### config.mk
export PLATFORM = sky130hd
export DESIGN_NAME = flag_branch_unit
export DESIGN_NICKNAME = d
export VERILOG_FILES = /design/src/rtl/flag_branch_unit.sv
export SDC_FILE = /design/constraint.sdc
export NUM_CORES = 1
export LEC_CHECK = 0
export BUFFER_PORTS_ARGS = -buffer_cell sky130_fd_sc_hd__buf_4
export CAP_MARGIN = 20
export CORE_AREA = 2 2 41 43
export CTS_BUF_LIST = sky130_fd_sc_hd__clkbuf_4 sky130_fd_sc_hd__clkbuf_8
export DETAILED_ROUTE_END_ITERATION = 7
export DIE_AREA = 0 0 43 45
export GPL_ROUTABILITY_DRIVEN = 0
export GPL_TIMING_DRIVEN = 0
export PLACE_DENSITY = 0.74
export SETUP_SLACK_MARGIN = 0.02
export SYNTH_ARGS = -nofsm -noshare
export SYNTH_HDL_FRONTEND = slang
export SYNTH_SLANG_ARGS = --single-unit
### constraint.sdc
create_clock -name clk -period 3.1 [get_ports clk]
set_clock_uncertainty 0.2 [all_clocks]
set_input_delay 0.62 -clock clk [delete_from_list [all_inputs] [get_ports clk]]
set_output_delay 0.62 -clock clk [all_outputs]
set_load 0.005 [all_outputs]
### src/rtl/flag_branch_unit.sv
// flag_branch_unit: NZCV flag register plus EX-stage branch resolution.
// Resolves B, CBZ and B.cond branches, pulses taken, and holds flush for
// FLUSH_CYCLES cycles (legal 1..7) after every taken branch.
// Optional macro FLAG_BRANCH_FWD_EN: a B.cond issued together with a
// flag-setting instruction evaluates on alu_nzcv directly instead of
// stalling one cycle in WAIT_FLAG.
module flag_branch_unit #(
    parameter int FLUSH_CYCLES = 2
) (
    input  logic       clk,
    input  logic       reset_n,
    input  logic       set_flags,
    input  logic [3:0] alu_nzcv,
    input  logic       br_valid,
    input  logic [1:0] br_type,
    input  logic [3:0] br_cond,
    input  logic       cbz_zero,
    output logic       br_accept,
    output logic       taken,
    output logic       stall,
    output logic       flush,
    output logic [3:0] flags
);

    localparam logic [1:0] ST_IDLE      = 2'd0;
    localparam logic [1:0] ST_WAIT_FLAG = 2'd1;
    localparam logic [1:0] ST_FLUSH     = 2'd2;

    localparam logic [1:0] BR_B    = 2'b00;
    localparam logic [1:0] BR_CBZ  = 2'b01;
    localparam logic [1:0] BR_COND = 2'b10;

    // The counter runs FLUSH_CYCLES-1 .. 0, one flush cycle per value.
    localparam logic [2:0] FLUSH_LOAD = 3'(FLUSH_CYCLES - 1);

    logic [1:0] state_q, state_d;
    logic [2:0] cnt_q, cnt_d;
    logic [3:0] flags_q, flags_d;
    logic       accept_c, taken_c, stall_c, flush_c;

    // ARM condition check: cond[3:1] picks the base test, cond[0] inverts it,
    // except 0xF which stays "always" like 0xE.
    function automatic logic cond_holds(input logic [3:0] cond, input logic [3:0] nzcv);
        logic n, z, c, v, base;
        n = nzcv[3];
        z = nzcv[2];
        c = nzcv[1];
        v = nzcv[0];
        case (cond[3:1])
            3'b000:  base = z;
            3'b001:  base = c;
            3'b010:  base = n;
            3'b011:  base = v;
            3'b100:  base = c & ~z;
            3'b101:  base = (n == v);
            3'b110:  base = ~z & (n == v);
            default: base = 1'b1;
        endcase
        return (cond[0] && cond != 4'hF) ? ~base : base;
    endfunction

    // Next-state, flush counter, flag register and handshake outputs.
    always_comb begin
        // NOTE: every variable gets a default first so no path leaves one unassigned (no latches).
        state_d  = state_q;
        cnt_d    = cnt_q;
        flags_d  = set_flags ? alu_nzcv : flags_q;
        accept_c = 1'b0;
        taken_c  = 1'b0;
        stall_c  = 1'b0;
        flush_c  = 1'b0;

        case (state_q)
            ST_IDLE: begin
                if (br_valid) begin
                    case (br_type)
                        BR_B: begin
                            accept_c = 1'b1;
                            taken_c  = 1'b1;
                        end
                        BR_CBZ: begin
                            accept_c = 1'b1;
                            taken_c  = cbz_zero;
                        end
                        BR_COND: begin
`ifdef FLAG_BRANCH_FWD_EN
                            // Forward this cycle's ALU flags instead of waiting for the register.
                            accept_c = 1'b1;
                            taken_c  = cond_holds(br_cond, set_flags ? alu_nzcv : flags_q);
`else
                            if (set_flags) begin
                                // Flags not yet visible: freeze the pipe one cycle.
                                stall_c = 1'b1;
                                state_d = ST_WAIT_FLAG;
                            end else begin
                                accept_c = 1'b1;
                                taken_c  = cond_holds(br_cond, flags_q);
                            end
`endif
                        end
                        default: accept_c = 1'b1;  // reserved type: retire as not taken
                    endcase
                end
            end
            ST_WAIT_FLAG: begin
                // Branch inputs are held stable; flags register now holds the new value.
                accept_c = 1'b1;
                taken_c  = cond_holds(br_cond, flags_q);
            end
            ST_FLUSH: begin
                flush_c = 1'b1;
                if (cnt_q == 3'd0) state_d = ST_IDLE;
                else               cnt_d   = cnt_q - 3'd1;
            end
            default: state_d = ST_IDLE;
        endcase

        if (taken_c) begin
            state_d = ST_FLUSH;
            cnt_d   = FLUSH_LOAD;
        end else if (accept_c) begin
            state_d = ST_IDLE;
        end
    end

    // State, counter and architectural flags with asynchronous reset.
    always_ff @(posedge clk or negedge reset_n) begin
        if (!reset_n) begin
            state_q <= ST_IDLE;
            cnt_q   <= 3'd0;
            flags_q <= 4'b0000;
        end else begin
            // NOTE: non-blocking assignments so every flop samples pre-edge values.
            state_q <= state_d;
            cnt_q   <= cnt_d;
            flags_q <= flags_d;
        end
    end

    // Outputs are gated by reset_n so nothing rises while reset is held.
    assign br_accept = accept_c & reset_n;
    assign taken     = taken_c  & reset_n;
    assign stall     = stall_c  & reset_n;
    assign flush     = flush_c  & reset_n;
    assign flags     = flags_q;

endmodule

==> metrics.yaml <==
critical_path:
  crit_type: "primary input to output port"
  worstPathRequired_ns: 2.28
  cp_slowest_stage_delay_ns: 0.53
  arrival_ns: 2.25
  rrSetupSlack_ns: 0.95
  critPathLaunchType: "primary input"
  cp_cell_sequence: "buf_8 -> mux4_2 -> or4b_4 -> nand4_1 -> a311o_1 -> a21boi_1 -> buf_4"
  cp-end-kind: "output port"
  worstRegToRegCells: 5
  cp_slowest_cell: "or4b_4"
  worst-path-max-fanout: 4
floorplan:
  die_area_um2: 1940
  die_height_um: 45
  boundaryPins: 23
  die_x_um: 43
  coreArea_um2: 1470
  rows: 14
  start_util: 0.421
sta:
  max-slew-margin-rel: 0.743
  fin_crit_sh: 0.989
  setup_viol: 0
  fin_setup_tns_ns: 0
  whs_ns: 0.354
  max_freq_mhz: 326
  rsz0062_at_grt: "yes"
  drv_slew: 0
  period_needed_ns: 3.07
  worst_slew_pin_slew_ns: 0.380
  fin_ws_ns: 0.0350
  hold_viol: 0
placed_design:
  place_ws_ns: 0.00951
  io_buffers: 22
  hpwlAfterDp_um: 1060
drt:
  viasPerCell: 5.42
  postRouteAntennaNets: 0
  drc_errors: 0
  drtIter0Drc: 5
  drt-met1-wl_um: 656
  maxUsedRoutingLayer: "met4"
  met3WireLength_um: 28
  first_pass_iters: 4
  finalWirelength_um: 1390
  wl_met2_um: 692
  vias: 574
  avgRoutedWirePerCell_um: 13.1
cts:
  htree_levels: 1
  clk_path_buf_depth: 2
  clkLatencyLatePin_ns: 0.25
  cts_tree: "built"
  clock-root-buffer: "clkbuf_4"
  cts_sinks: 9
  cts.reportedPaths.clkPinSlew_ns: 0.06
  cts-buffers-inserted: 3
layout:
  final_common_cell: "buf_4"
  layout-drive-gt1-share: 0.389
  n_antenna_cell: 0
  fin_nets: 108
  area_delta_synth_final_pct: 39.4
  fillCellCount: 143
  final_cell_mix: "buf_4, dfrtp_1, nor2_1, mux2_2"
synth:
  ys_warn_count: 0
  ys_seq_area_frac: 0.364
  ys_ff_latch: 9
  synth.avg_cell_area_um2: 9.99
  syn-num-nets: 79
  mappedNetlistArea_um2: 619
  ys_types: 29
  syn_inst: 62
hold_path:
  hold_path_depth: 2
  holdCritPathClass: "flip-flop to flip-flop"
global_route:
  grt_pass1_wl_um: 2200
  antenna_found_initial: 0
  overflow: 0
  grt_max_degree: 14
  grt_pass1_vias: 487
  track_usage: 0.154
power:
  swShare: 0.329
  p_clk_frac: 0.214
  power_density_nw_per_um2: 523
  p_leak_nw: 0.395
  p_int_mw: 0.303
  p_comb_frac: 0.412
  max-vdd-ir-drop_mv: 0.310
  p_switching_mw: 0.148
  pwr-share-seq: 0.375
outcome:
  status: "complete, no violations"
run:
  drv_cap: 0
## power by group through the flow
stage / Combinational, mW / Clock [mW] / Sequential [mW]
2_1_floorplan: 0.122 / 0 / 0.167
3_3_place_gp: 0.179 / 0 / 0.171
3_5_place_dp: 0.183 / 0 / 0.171
4_1_cts: 0.185 / 0.100 / 0.169
5_1_grt: 0.208 / 0.105 / 0.174
6_report: 0.186 / 0.0964 / 0.169
## worst max-delay path, delay by kind of cell
kind | cells | cell delay (ns)
AOI/OAI and AO/OA | 2 | 0.26
buffers and inverters | 2 | 0.22
muxes | 1 | 0.50
and+or+nand+nor | 2 | 0.64
## per-layer routing
metal / track usage / up-vias
met2: 0.242 / 7
met3: 0.0120 / 2
met4: 0.0909 / 0
li1: - / 288
met1: 0.210 / 277
met5: 0 / -
## final timing paths
path                             from       end
max                        br_cond[2]     taken
min                          cnt_q[2]  cnt_q[2]
max reg2reg                  flags[0]  cnt_q[0]
min reg2reg                  cnt_q[2]  cnt_q[2]
max in group asynchronous     reset_n  cnt_q[1]
min in group asynchronous     reset_n  flags[0]
## metrics by stage
stage,instances,total power [mW],utilization,area (um^2)
2_1_floorplan,62,0.289,-,619
3_3_place_gp,100,0.350,0.547,805
3_5_place_dp,100,0.354,0.547,805
4_1_cts,105,0.455,0.574,845
5_1_grt,106,0.486,0.587,863
6_report,106,0.451,0.587,863
## layout make-up
cell class / count / area [um^2] / area share
sequential: 9 / 225 / 0.261
multi-input combinational: 50 / 387 / 0.448
inverter: 3 / 11.3 / 0.0130
clock buffer: 4 / 30.0 / 0.0348
tap: 16 / 20.0 / 0.0232
timing repair buffer: 24 / 190 / 0.220
## logic make-up (layout without fill, tap and decap cells)
family,Yosys count,in the layout,share of synthesized area
AND/OR/NAND/NOR,29,29,0.285
AO/OA/AOI/OAI,9,9,0.107
flip-flops,9,9,0.364
multiplexers,7,7,0.143
XOR/XNOR,3,3,0.0424
buffers and inverters,3,31,0.0182
adder cells (fa/ha/maj),2,2,0.0404
## registers in the layout, indices dropped and copies added, names as in the netlist
name,count
cnt_q,3
state_q,2
flags,4
## repair_timing
action | CTS | global route
resized for setup | 0 | 3
hold endpoints to repair | 9 | 0
pin swaps | 2 | 3
setup endpoints to repair | 1 | 1
setup buffers | 0 | 1
hold buffers | 1 | 0
## synth_stat cells
master / n / share of area
ha_1: 2 / 0.040
nor3b_1: 4 / 0.048
o21ai_0: 1 / 0.0081
a31oi_2: 1 / 0.020
a311oi_1: 1 / 0.014
xnor2_1: 3 / 0.042
a31oi_1: 1 / 0.010
and2_1: 2 / 0.020
nand4_1: 1 / 0.010
nand2b_1: 1 / 0.010
nor2_1: 5 / 0.030
a311o_1: 1 / 0.016
nor3_1: 2 / 0.016
mux4_2: 1 / 0.036
and2b_1: 1 / 0.012
nand2_1: 3 / 0.018
mux2_2: 5 / 0.091
nor2b_1: 1 / 0.010
a21oi_1: 2 / 0.016
or4b_1: 2 / 0.032
inv_1: 3 / 0.018
nor4b_1: 1 / 0.014
nand3_1: 3 / 0.024
mux2i_1: 1 / 0.016
a21boi_1: 1 / 0.012
nand3b_1: 2 / 0.024
o22ai_1: 1 / 0.010
and3b_1: 1 / 0.014
dfrtp_1: 9 / 0.36
(Power assumes the default switching activity.)
